**src/rtl/logic_unit_pkg.sv**
```systemverilog
// rtl/logic_unit_pkg.sv - op codes, FSM state encoding and counter helper for logic_unit_n_bits
package logic_unit_pkg;

   localparam logic [2:0] OP_AND     = 3'b000;
   localparam logic [2:0] OP_OR      = 3'b001;
   localparam logic [2:0] OP_XOR     = 3'b010;
   localparam logic [2:0] OP_NAND    = 3'b011;
   localparam logic [2:0] OP_NOR     = 3'b100;
   localparam logic [2:0] OP_XNOR    = 3'b101;
   localparam logic [2:0] OP_ACC_OR  = 3'b110;
   localparam logic [2:0] OP_ACC_XOR = 3'b111;

   typedef enum logic {
      IDLE  = 1'b0,
      ACCUM = 1'b1
   } state_e;

   // All-ones value of a w-bit saturating counter
   function automatic longint unsigned cnt_max_f(input int unsigned w);
      return (64'd1 << w) - 64'd1;
   endfunction

endpackage

```
**src/rtl/logic_unit_comb.sv**
```systemverilog
// rtl/logic_unit_comb.sv - combinational bitwise function f(op, first, second)
module logic_unit_comb
   import logic_unit_pkg::*;
#(
   parameter int Width = 4
) (
   input  logic [2:0]       op_i,
   input  logic [Width-1:0] first_i,
   input  logic [Width-1:0] second_i,
   output logic [Width-1:0] result_o
);

   // Accumulate ops reduce the operand pair with their own OR/XOR before folding into the accumulator
   always_comb begin
      result_o = '0;
      case (op_i)
         OP_AND:     result_o = first_i & second_i;
         OP_OR:      result_o = first_i | second_i;
         OP_XOR:     result_o = first_i ^ second_i;
         OP_NAND:    result_o = ~(first_i & second_i);
         OP_NOR:     result_o = ~(first_i | second_i);
         OP_XNOR:    result_o = ~(first_i ^ second_i);
         OP_ACC_OR:  result_o = first_i | second_i;
         OP_ACC_XOR: result_o = first_i ^ second_i;
         default:    result_o = '0;
      endcase
   end

endmodule

```
**src/rtl/logic_unit_n_bits.sv**
```systemverilog
// rtl/logic_unit_n_bits.sv - registered logic unit with burst accumulate, handshake, zero flag and beat count (optional Parity via ALU_LOGIC_PARITY_EN)
module logic_unit_n_bits
   import logic_unit_pkg::*;
#(
   parameter int Width    = 4,
   parameter int CntWidth = 3
) (
   input  logic                clock_i,
   input  logic                reset_n_i,
   input  logic                in_valid_i,
   output logic                in_ready_o,
   input  logic [Width-1:0]    first_i,
   input  logic [Width-1:0]    second_i,
   input  logic [2:0]          op_i,
   input  logic                last_i,
   output logic                out_valid_o,
   input  logic                out_ready_i,
   output logic [Width-1:0]    output_o,
   output logic                zero_o,
`ifdef ALU_LOGIC_PARITY_EN
   output logic                parity_o,
`endif
   output logic [CntWidth-1:0] count_o
);

   localparam logic [CntWidth-1:0] CntMax = CntWidth'(cnt_max_f(CntWidth));
   localparam logic [CntWidth-1:0] CntOne = CntWidth'(1);

   state_e              state_q, state_d;
   logic [2:0]          op_q, op_d;
   logic [Width-1:0]    acc_q, acc_d;
   logic [CntWidth-1:0] cnt_q, cnt_d;
   logic                out_valid_q, out_valid_d;
   logic [Width-1:0]    output_q, output_d;
   logic                zero_q, zero_d;
   logic [CntWidth-1:0] count_q, count_d;

   logic                in_xfer, out_xfer;
   logic [2:0]          op_eff;
   logic                is_acc;
   logic [Width-1:0]    pair_res;
   logic [Width-1:0]    acc_base, acc_new;
   logic [CntWidth-1:0] cnt_new;

   assign in_ready_o = reset_n_i & (~out_valid_q | out_ready_i);
   assign in_xfer    = in_valid_i & in_ready_o;
   assign out_xfer   = out_valid_q & out_ready_i;

   // Inside a burst the latched op wins; the op input only matters in IDLE
   assign op_eff = (state_q == ACCUM) ? op_q : op_i;
   assign is_acc = (op_eff == OP_ACC_OR) || (op_eff == OP_ACC_XOR);

   logic_unit_comb #(.Width(Width)) u_comb (
      .op_i     (op_eff),
      .first_i  (first_i),
      .second_i (second_i),
      .result_o (pair_res)
   );

   // A fresh burst folds into zero, so the first beat's accumulator is just the pair result
   assign acc_base = (state_q == ACCUM) ? acc_q : '0;
   assign acc_new  = (op_eff == OP_ACC_XOR) ? (acc_base ^ pair_res) : (acc_base | pair_res);
   assign cnt_new  = (state_q == ACCUM) ? ((cnt_q == CntMax) ? cnt_q : cnt_q + CntOne) : CntOne;

   // Next-state: load a result on result-producing beats, otherwise drop valid on drain
   always_comb begin
      state_d     = state_q;
      op_d        = op_q;
      acc_d       = acc_q;
      cnt_d       = cnt_q;
      out_valid_d = out_valid_q;
      output_d    = output_q;
      zero_d      = zero_q;
      count_d     = count_q;
      if (in_xfer && !is_acc) begin
         out_valid_d = 1'b1;
         output_d    = pair_res;
         zero_d      = (pair_res == '0);
         count_d     = CntOne;
      end else if (in_xfer && last_i) begin
         out_valid_d = 1'b1;
         output_d    = acc_new;
         zero_d      = (acc_new == '0);
         count_d     = cnt_new;
         state_d     = IDLE;
         acc_d       = '0;
         cnt_d       = '0;
      end else if (in_xfer) begin
         state_d = ACCUM;
         op_d    = op_eff;
         acc_d   = acc_new;
         cnt_d   = cnt_new;
         if (out_xfer) begin
            out_valid_d = 1'b0;
         end
      end else if (out_xfer) begin
         out_valid_d = 1'b0;
      end
   end

   // FSM and all registered state; reset discards any burst in flight
   always_ff @(posedge clock_i) begin
      if (!reset_n_i) begin
         state_q     <= IDLE;
         op_q        <= OP_AND;
         acc_q       <= '0;
         cnt_q       <= '0;
         out_valid_q <= 1'b0;
         output_q    <= '0;
         zero_q      <= 1'b0;
         count_q     <= '0;
      end else begin
         state_q     <= state_d;
         op_q        <= op_d;
         acc_q       <= acc_d;
         cnt_q       <= cnt_d;
         out_valid_q <= out_valid_d;
         output_q    <= output_d;
         zero_q      <= zero_d;
         count_q     <= count_d;
      end
   end

`ifdef ALU_LOGIC_PARITY_EN
   logic parity_q;

   // Parity tracks whatever the output register will hold next
   always_ff @(posedge clock_i) begin
      if (!reset_n_i) begin
         parity_q <= 1'b0;
      end else begin
         parity_q <= ^output_d;
      end
   end

   assign parity_o = parity_q;
`endif

   assign out_valid_o = out_valid_q;
   assign output_o    = output_q;
   assign zero_o      = zero_q;
   assign count_o     = count_q;

endmodule

```
**config.mk**
```make
export PLATFORM = sky130hd
export DESIGN_NAME = logic_unit_n_bits
export DESIGN_NICKNAME = d
export VERILOG_FILES = /design/src/rtl/logic_unit_pkg.sv /design/src/rtl/logic_unit_comb.sv /design/src/rtl/logic_unit_n_bits.sv
export SDC_FILE = /design/constraint.sdc
export NUM_CORES = 1
export LEC_CHECK = 0
export ABC_CLOCK_PERIOD_IN_PS = 5400
export CORE_MARGIN = 3
export CORE_UTILIZATION = 45
export CTS_CLUSTER_SIZE = 20
export DETAILED_ROUTE_END_ITERATION = 16
export PLACE_DENSITY = 0.69
export SLEW_MARGIN = 5
export SYNTH_ARGS = -nofsm -noshare
export SYNTH_HDL_FRONTEND = slang
export SYNTH_HIERARCHICAL = 1
export SYNTH_SLANG_ARGS = --single-unit
```
**constraint.sdc**
```tcl
create_clock -name clock_i -period 5.4 [get_ports clock_i]
set_clock_uncertainty 0.1 [all_clocks]
set_input_delay 1.62 -clock clock_i [delete_from_list [all_inputs] [get_ports clock_i]]
set_output_delay 1.62 -clock clock_i [all_outputs]
set_load 0.005 [all_outputs]
```
After elaboration in Yosys (flattened, before gate mapping)
Index checks and enable logic that the tools add are counted.

cells by class
  muxes and demuxes = 21
  bitwise logic cells = 16
  equal/unequal tests = 8
  add/sub/neg operators = 1
  reduce and logical (&&, ||, !) cells = 15

operators by type and width
  cell                                                 number
  2-to-1 mux 4 bit                                     6
  one-hot mux 4 bit (6 select lines)                   1
  equality test 3 bit, second input constant           5
  2-to-1 mux 3 bit                                     5
  NOT 4 bit                                            3
  2-to-1 mux 1 bit                                     9
  logical NOT 4 bit                                    2
  bitwise OR 4 bit                                     2
  bitwise XOR 4 bit                                    2
  equality test 3 x 2 -> 1 bit, second input constant  2
  OR reduction 2 bit                                   3
  bitwise AND 4 bit                                    1
  NOT 1 bit                                            4
  nonzero test 2 bit                                   2
  adder 3 x 1 -> 3 bit, second input constant          1
  bitwise AND 1 bit                                    3
  equality test 3 x 1 -> 1 bit, second input constant  1
  logical NOT 3 bit                                    1
  AND reduction 3 bit                                  1
  nonzero test 3 bit                                   1
  logical AND 1 bit                                    2
  AND reduction 2 bit                                  1
  logical NOT 1 bit                                    1
  logical OR 1 bit                                     1
  bitwise OR 1 bit                                     1

storage, ports and cells
  flip-flop bits (word level) = 20
  input port bits = 16

Depth between registers and ports, before layout
Gate-level depths: netlist (run 1).

  word-level depth = 9
  gate-level depth with buffers = 14
  depth with buffers taken out = 12

Cells and area by module
Netlist (run 1), hierarchy kept.

modules (own cells, without submodules)
  module             sequential area each (um^2)  area an instance (um^2)  cells an instance  times used
  logic_unit_n_bits  400.4                        1179.9                   137                1
  logic_unit_comb    0.0                          422.9                    59                 1

Least setup slack after synthesis (run 1)
Ideal clock, no wire load.

  path type = input port to output port
  start = in reset_n_i
  end = out in_ready_o
  path slack = 1558 ps
  stages on the path = 3
  path buffers = 1
  arrival = 2122 ps
  cell sequence = clkinv_1 clkbuf_1 nor2_1

on the way
  word-level cells in the longest chain between the ends = 1

ends and longest elaborated chain
  item                line                     RTL
  start: declaration  logic_unit_n_bits.sv:9   input logic reset_n_i,
  bitwise AND 1 bit   logic_unit_n_bits.sv:45  assign in_ready_o = reset_n_i & (~out_valid_q | out_ready_i);
  end: declaration    logic_unit_n_bits.sv:11  output logic in_ready_o,

No other way between the ends.

Final worst setup path (run 1)
  start = in out_ready_i
  end = out in_ready_o

on the way
  word-level cells in the longest chain between the ends = 2

ends and longest elaborated chain
  item                line                     RTL
  start: declaration  logic_unit_n_bits.sv:17  input logic out_ready_i,
  bitwise OR 1 bit    logic_unit_n_bits.sv:45
  bitwise AND 1 bit   logic_unit_n_bits.sv:45

No other way between the ends.

==> results of run 1 <==
[worst paths after layout]
| kind | start | slack [ps] | to |
|---|---|---|---|
| max | out_ready_i | 670 | in_ready_o |
| min | acc_q[0] | 360 | acc_q[0] |
| max reg2reg | state_q | 1870 | output_o[1] |
| min reg2reg | acc_q[0] | 360 | acc_q[0] |
[through the flow]
step                total power, mW   util
finish                        0.389  0.566
global route                  0.409  0.566
CTS                           0.390  0.566
detailed placement            0.268  0.551
global placement              0.264  0.551
floorplan                     0.230      -
[power by group]
group          total (mW)  internal, mW  switching, mW
registers           0.158         0.153        0.00427
clock network       0.123        0.0749         0.0478
logic               0.108        0.0537         0.0544
total               0.389         0.282          0.106
[registers in the layout, summed over array words and instances (netlist names)]
register and cells:
cnt_q 3, zero_o 1, acc_q 4, out_valid_o 1, op_q 3, output_o 4
count_o 3, state_q 1
[logic make-up (layout without fill, tap and decap cells)]
family,after synthesis,after routing,synth area share
AO/OA/AOI/OAI,61,61,0.263
XOR/XNOR,1,1,0.00547
adder cells (fa/ha/maj),13,13,0.101
buffers and inverters,24,45,0.0687
flip-flops,20,20,0.250
multiplexers,7,7,0.0546
AND/OR/NAND/NOR,70,70,0.257
[final cells by class]
cell class,count,share of cell area
multi-input combinational,152,0.569
sequential,20,0.209
clock inverter,1,0.0156
timing repair buffer,26,0.134
tap,46,0.0300
inverter,15,0.0306
clock buffer,3,0.0117
[per-layer routing]
metal,share of wire,vias up
li1,-,765
met4,0.0079,0
met5,0,-
met3,0.058,2
met2,0.47,47
met1,0.46,731
[critical path, stage by stage]
cell and delay (ps):
clkdlybuf4s50_1 410, nor2b_1 420, nor2_1 90, clkdlybuf4s50_1 460
[cell usage after synthesis, types with 2 or more instances]
cell type,instances
a21oi_1,21
dfxtp_1,20
nand2_1,17
ha_1,13
inv_1,13
nor2_1,9
o21ai_0,9
nand2b_1,8
clkbuf_1,5
nor3_1,5
a21boi_0,4
mux2_2,4
nand3_1,4
nor2b_1,4
o21ai_1,4
nor3b_1,3
o32ai_1,3
a211o_1,2
a211oi_1,2
a221oi_1,2
and2_1,2
and3_1,2
buf_2,2
buf_6,2
mux2i_1,2
nand4_1,2
nor4_1,2
o211ai_1,2
o31a_1,2
or3_1,2
==> impl_metrics.json, run 1 <==
{
  "hp-class": "reg2reg",
  "chipHeight_um": 65.7,
  "grt_pass1_vias": 1424,
  "syn_avg_cell_area_um2": 8.18,
  "layout_common_cells": "clkdlybuf4s50_1, a21oi_1, dfxtp_1, nand2_1",
  "finalHoldViolCount": 0,
  "status": "complete, no violations",
  "fin_nets": 247,
  "io_pins": 26,
  "criticalPathCategory": "in2out",
  "grt_first_pass_wirelength_mm": 6.28,
  "grt_usage": 0.182,
  "num_vias": 1545,
  "drt-pass1-iter-count": 4,
  "io_buffers": 25,
  "fin_cells": 263,
  "dp.cells": 259,
  "hold_depth": 2,
  "setup_tns_ps": 0,
  "cap_viol_max_count": 0,
  "core_region_area_mm2": 0.00339,
  "clk_pin_slew_worst_paths_ps": 120,
  "worstPathMaxFanout": 6,
  "antennaDiodeCount": 0,
  "timing.fmax_ghz": 0.212,
  "grt.overflow.total": 0,
  "postCtsSetupBuffers": 0,
  "multi_input_area_mm2": 0.00109,
  "post_cts_resize_count": 0,
  "reg2reg_depth": 10,
  "grt_max_degree": 23,
  "gr-usage-met3": 0.0205,
  "postRouteAntennaNets": 0,
  "rows": 21,
  "yosysWarnings": 6,
  "regArea_um2": 400,
  "ys_async_sr_fraction": 0,
  "place.gp.congestion": 0.813,
  "vias_per_cell": 5.87,
  "period_needed_ps": 4730,
  "synth_area_mm2": 0.00160,
  "cp.required_ps": 3680,
  "slew_viol_final": 0,
  "leakage_nw": 0.733,
  "fillers": 321,
  "drcViolationCount": 0,
  "slew_headroom": 0.513,
  "setup_viol": 0,
  "timing.final.ws_setup_ps": 672,
  "routedWlPerCell_um": 14.4,
  "syn_to_final_growth_pct": 19.8,
  "hold_buffers": 0,
  "synth.area.top_cells": "dfxtp_1, ha_1, a21oi_1, nand2_1, nand2b_1",
  "yosysTopAreaCellShare": 0.250,
  "fin_area_mm2": 0.00192,
  "arrival_ps": 3010,
  "dp_hpwl_mm": 2.89,
  "drt-total-wl_mm": 3.79,
  "seq_area_frac_synth": 0.250,
  "cts_buffer_depth": 2,
  "powerDensity_mw_per_mm2": 202,
  "busiest_layer": "met2",
  "synth_top_area_cell": "dfxtp_1",
  "drive_above_1_share": 0.0783,
  "syn_inst": 196,
  "htree_num_levels": 1,
  "placed_area_mm2": 0.00187,
  "synthesis.nets": 225,
  "antenna_found_initial": 0,
  "rsz0062_at_grt": "false",
  "yosysUniqueCellTypes": 54,
  "numCtsBuffers": 3,
  "die_w_um": 65.7,
  "first_iter_violations": 104,
  "synth-main-ff-cell": "dfxtp_1",
  "irDropWorstVdd_uv": 124,
  "max_slew.worst_pin.slew_ps": 730,
  "synth_edf_count": 0,
  "clk_latency_ps": 300,
  "fin_crit_sh": 0.876,
  "end_kind": "output port",
  "holdWs_ps": 363,
  "die_area_mm2": 0.00431,
  "use_met1": 0.243,
  "start_util": 0.473,
  "mostFrequentLayoutCell": "clkdlybuf4s50_1",
  "clock_sinks": 20,
  "synth-seq-cells": 20,
  "place_ws_ps": 673,
  "ctsRootBufferMaster": "clkbuf_4",
  "cts_tree": "built",
  "grt_util_met2": 0.299,
  "cp-start-kind": "primary input"
}
No activity file was read; power rests on OpenSTA's default activity.
==> inputs of run 2 (changes only) <==
Settings changed: CELL_PAD_IN_SITES_DETAIL_PLACEMENT set to 2, CELL_PAD_IN_SITES_GLOBAL_PLACEMENT set to 2, CORE_UTILIZATION 45 to 34, PLACE_DENSITY 0.69 to unset, PLACE_DENSITY_LB_ADDON set to 0.1.
==> impl_metrics.json, run 2 (same netlist as run 1, synthesis figures left out) <==
{
  "status": "complete, no violations",
  "r2r_start": "state_q",
  "hold_end": "acc_q[2]",
  "setup_tns_ps": 0,
  "cap_viol_max_count": 0,
  "place_ws_ps": 606,
  "antenna_found_initial": 0,
  "core_region_area_mm2": 0.00444,
  "grt.overflow.total": 0,
  "path_cells": "clkdlybuf4s50_1 -> nor2b_1 -> nor2_1 -> clkdlybuf4s50_1",
  "cts_buffer_depth": 2,
  "io_buffers": 25,
  "dp.cells": 265,
  "dp_hpwl_mm": 3.91,
  "drive_above_1_share": 0.0783,
  "rows": 24,
  "timing.final.ws_setup_ps": 673,
  "irDropWorstVdd_uv": 88.6,
  "grt_pass1_vias": 1653,
  "postRouteAntennaNets": 0,
  "startpoint": "out_ready_i",
  "die_w_um": 74.7,
  "clk_pin_slew_worst_paths_ps": 90,
  "grt_usage": 0.199,
  "num_vias": 1554,
  "criticalPathCategory": "in2out",
  "fin_cells": 269,
  "hold_depth": 2,
  "r2r-end": "zero_o",
  "antennaDiodeCount": 0,
  "ctsRootBufferMaster": "clkbuf_8",
  "postCtsSetupBuffers": 0,
  "hold_start": "acc_q[2]",
  "cts_tree": "built",
  "max_slew.worst_pin.slew_ps": 741,
  "syn_to_final_growth_pct": 21.4,
  "numCtsBuffers": 3,
  "htree_num_levels": 1,
  "io_pins": 26,
  "drt-pass1-iter-count": 4,
  "chipHeight_um": 74.7,
  "mostFrequentLayoutCell": "clkdlybuf4s50_1",
  "grt_max_degree": 23,
  "fin_nets": 247,
  "place.gp.congestion": 0.827,
  "cp.required_ps": 3680,
  "worstPathMaxFanout": 6,
  "post_cts_resize_count": 0,
  "finalHoldViolCount": 0,
  "die_area_mm2": 0.00557,
  "power_uw": 427,
  "crit_top_cell": "clkdlybuf4s50_1",
  "layout_common_cells": "clkdlybuf4s50_1, a21oi_1, dfxtp_1, nand2_1",
  "end_kind": "output port",
  "drt-total-wl_mm": 5.03,
  "hp-class": "reg2reg",
  "arrival_ps": 3010,
  "clock_sinks": 20,
  "vias_per_cell": 5.78,
  "crit_slowest_cell": "clkdlybuf4s50_1",
  "timing.fmax_ghz": 0.212,
  "slowest_delay_ps": 460,
  "fin_crit_sh": 0.875,
  "rsz0062_at_grt": "false",
  "powerDensity_mw_per_mm2": 219,
  "reg2reg_slack_ps": 1830,
  "clk_latency_ps": 270,
  "holdWs_ps": 359,
  "leakage_nw": 0.741,
  "drcViolationCount": 0,
  "routedWlPerCell_um": 18.7,
  "slew_viol_final": 0,
  "reg2reg_depth": 10,
  "cp-start-kind": "primary input",
  "period_needed_ps": 4730,
  "hold_buffers": 0,
  "slew_headroom": 0.505,
  "grt_first_pass_wirelength_mm": 8.38,
  "setup_viol": 0,
  "first_iter_violations": 54,
  "start_util": 0.361
}
## run 2: power by group
group          switching [mW]  leakage (nW)  internal (mW)
clock network          0.0581        0.0357         0.0991
logic                  0.0580         0.543         0.0538
registers             0.00468         0.163          0.153
## run 2: worst max-delay path by stage
stage / slack (ps) / cells past startpoint / end
after CTS: 680 / 4 / in_ready_o
after detailed placement: 610 / 11 / output_o[1]
after global placement: 730 / 4 / in_ready_o
after global routing: 550 / 4 / in_ready_o
after floorplan: 1560 / 3 / in_ready_o
final: 670 / 4 / in_ready_o
## run 2: metrics by stage
step,instance area [µm²],utilization
6_report,1950,0.438
5_1_grt,1950,0.438
3_3_place_gp,1870,0.422
2_1_floorplan,1600,-
3_5_place_dp,1870,0.422
4_1_cts,1950,0.438
## run 2: layout make-up
class	instances	area [µm²]
Clock buffer	3	41.3
Clock inverter	1	30.0
Fill cell	513	2500
Inverter	15	58.8
Multi-Input combinational cell	152	1090
Sequential cell	20	400
Tap cell	52	65.1
Timing Repair Buffer	26	258
## run 2: critical path, delay by kind of cell
family                 cells  cell delay, ps
buffers and inverters      2             890
AND/OR/NAND/NOR            2             500
## run 2: routing by layer
metal,track usage,share of wire
met1,0.236,0.44
met2,0.364,0.51
met3,0.0227,0.027
met4,0.0771,0.021
met5,0,0
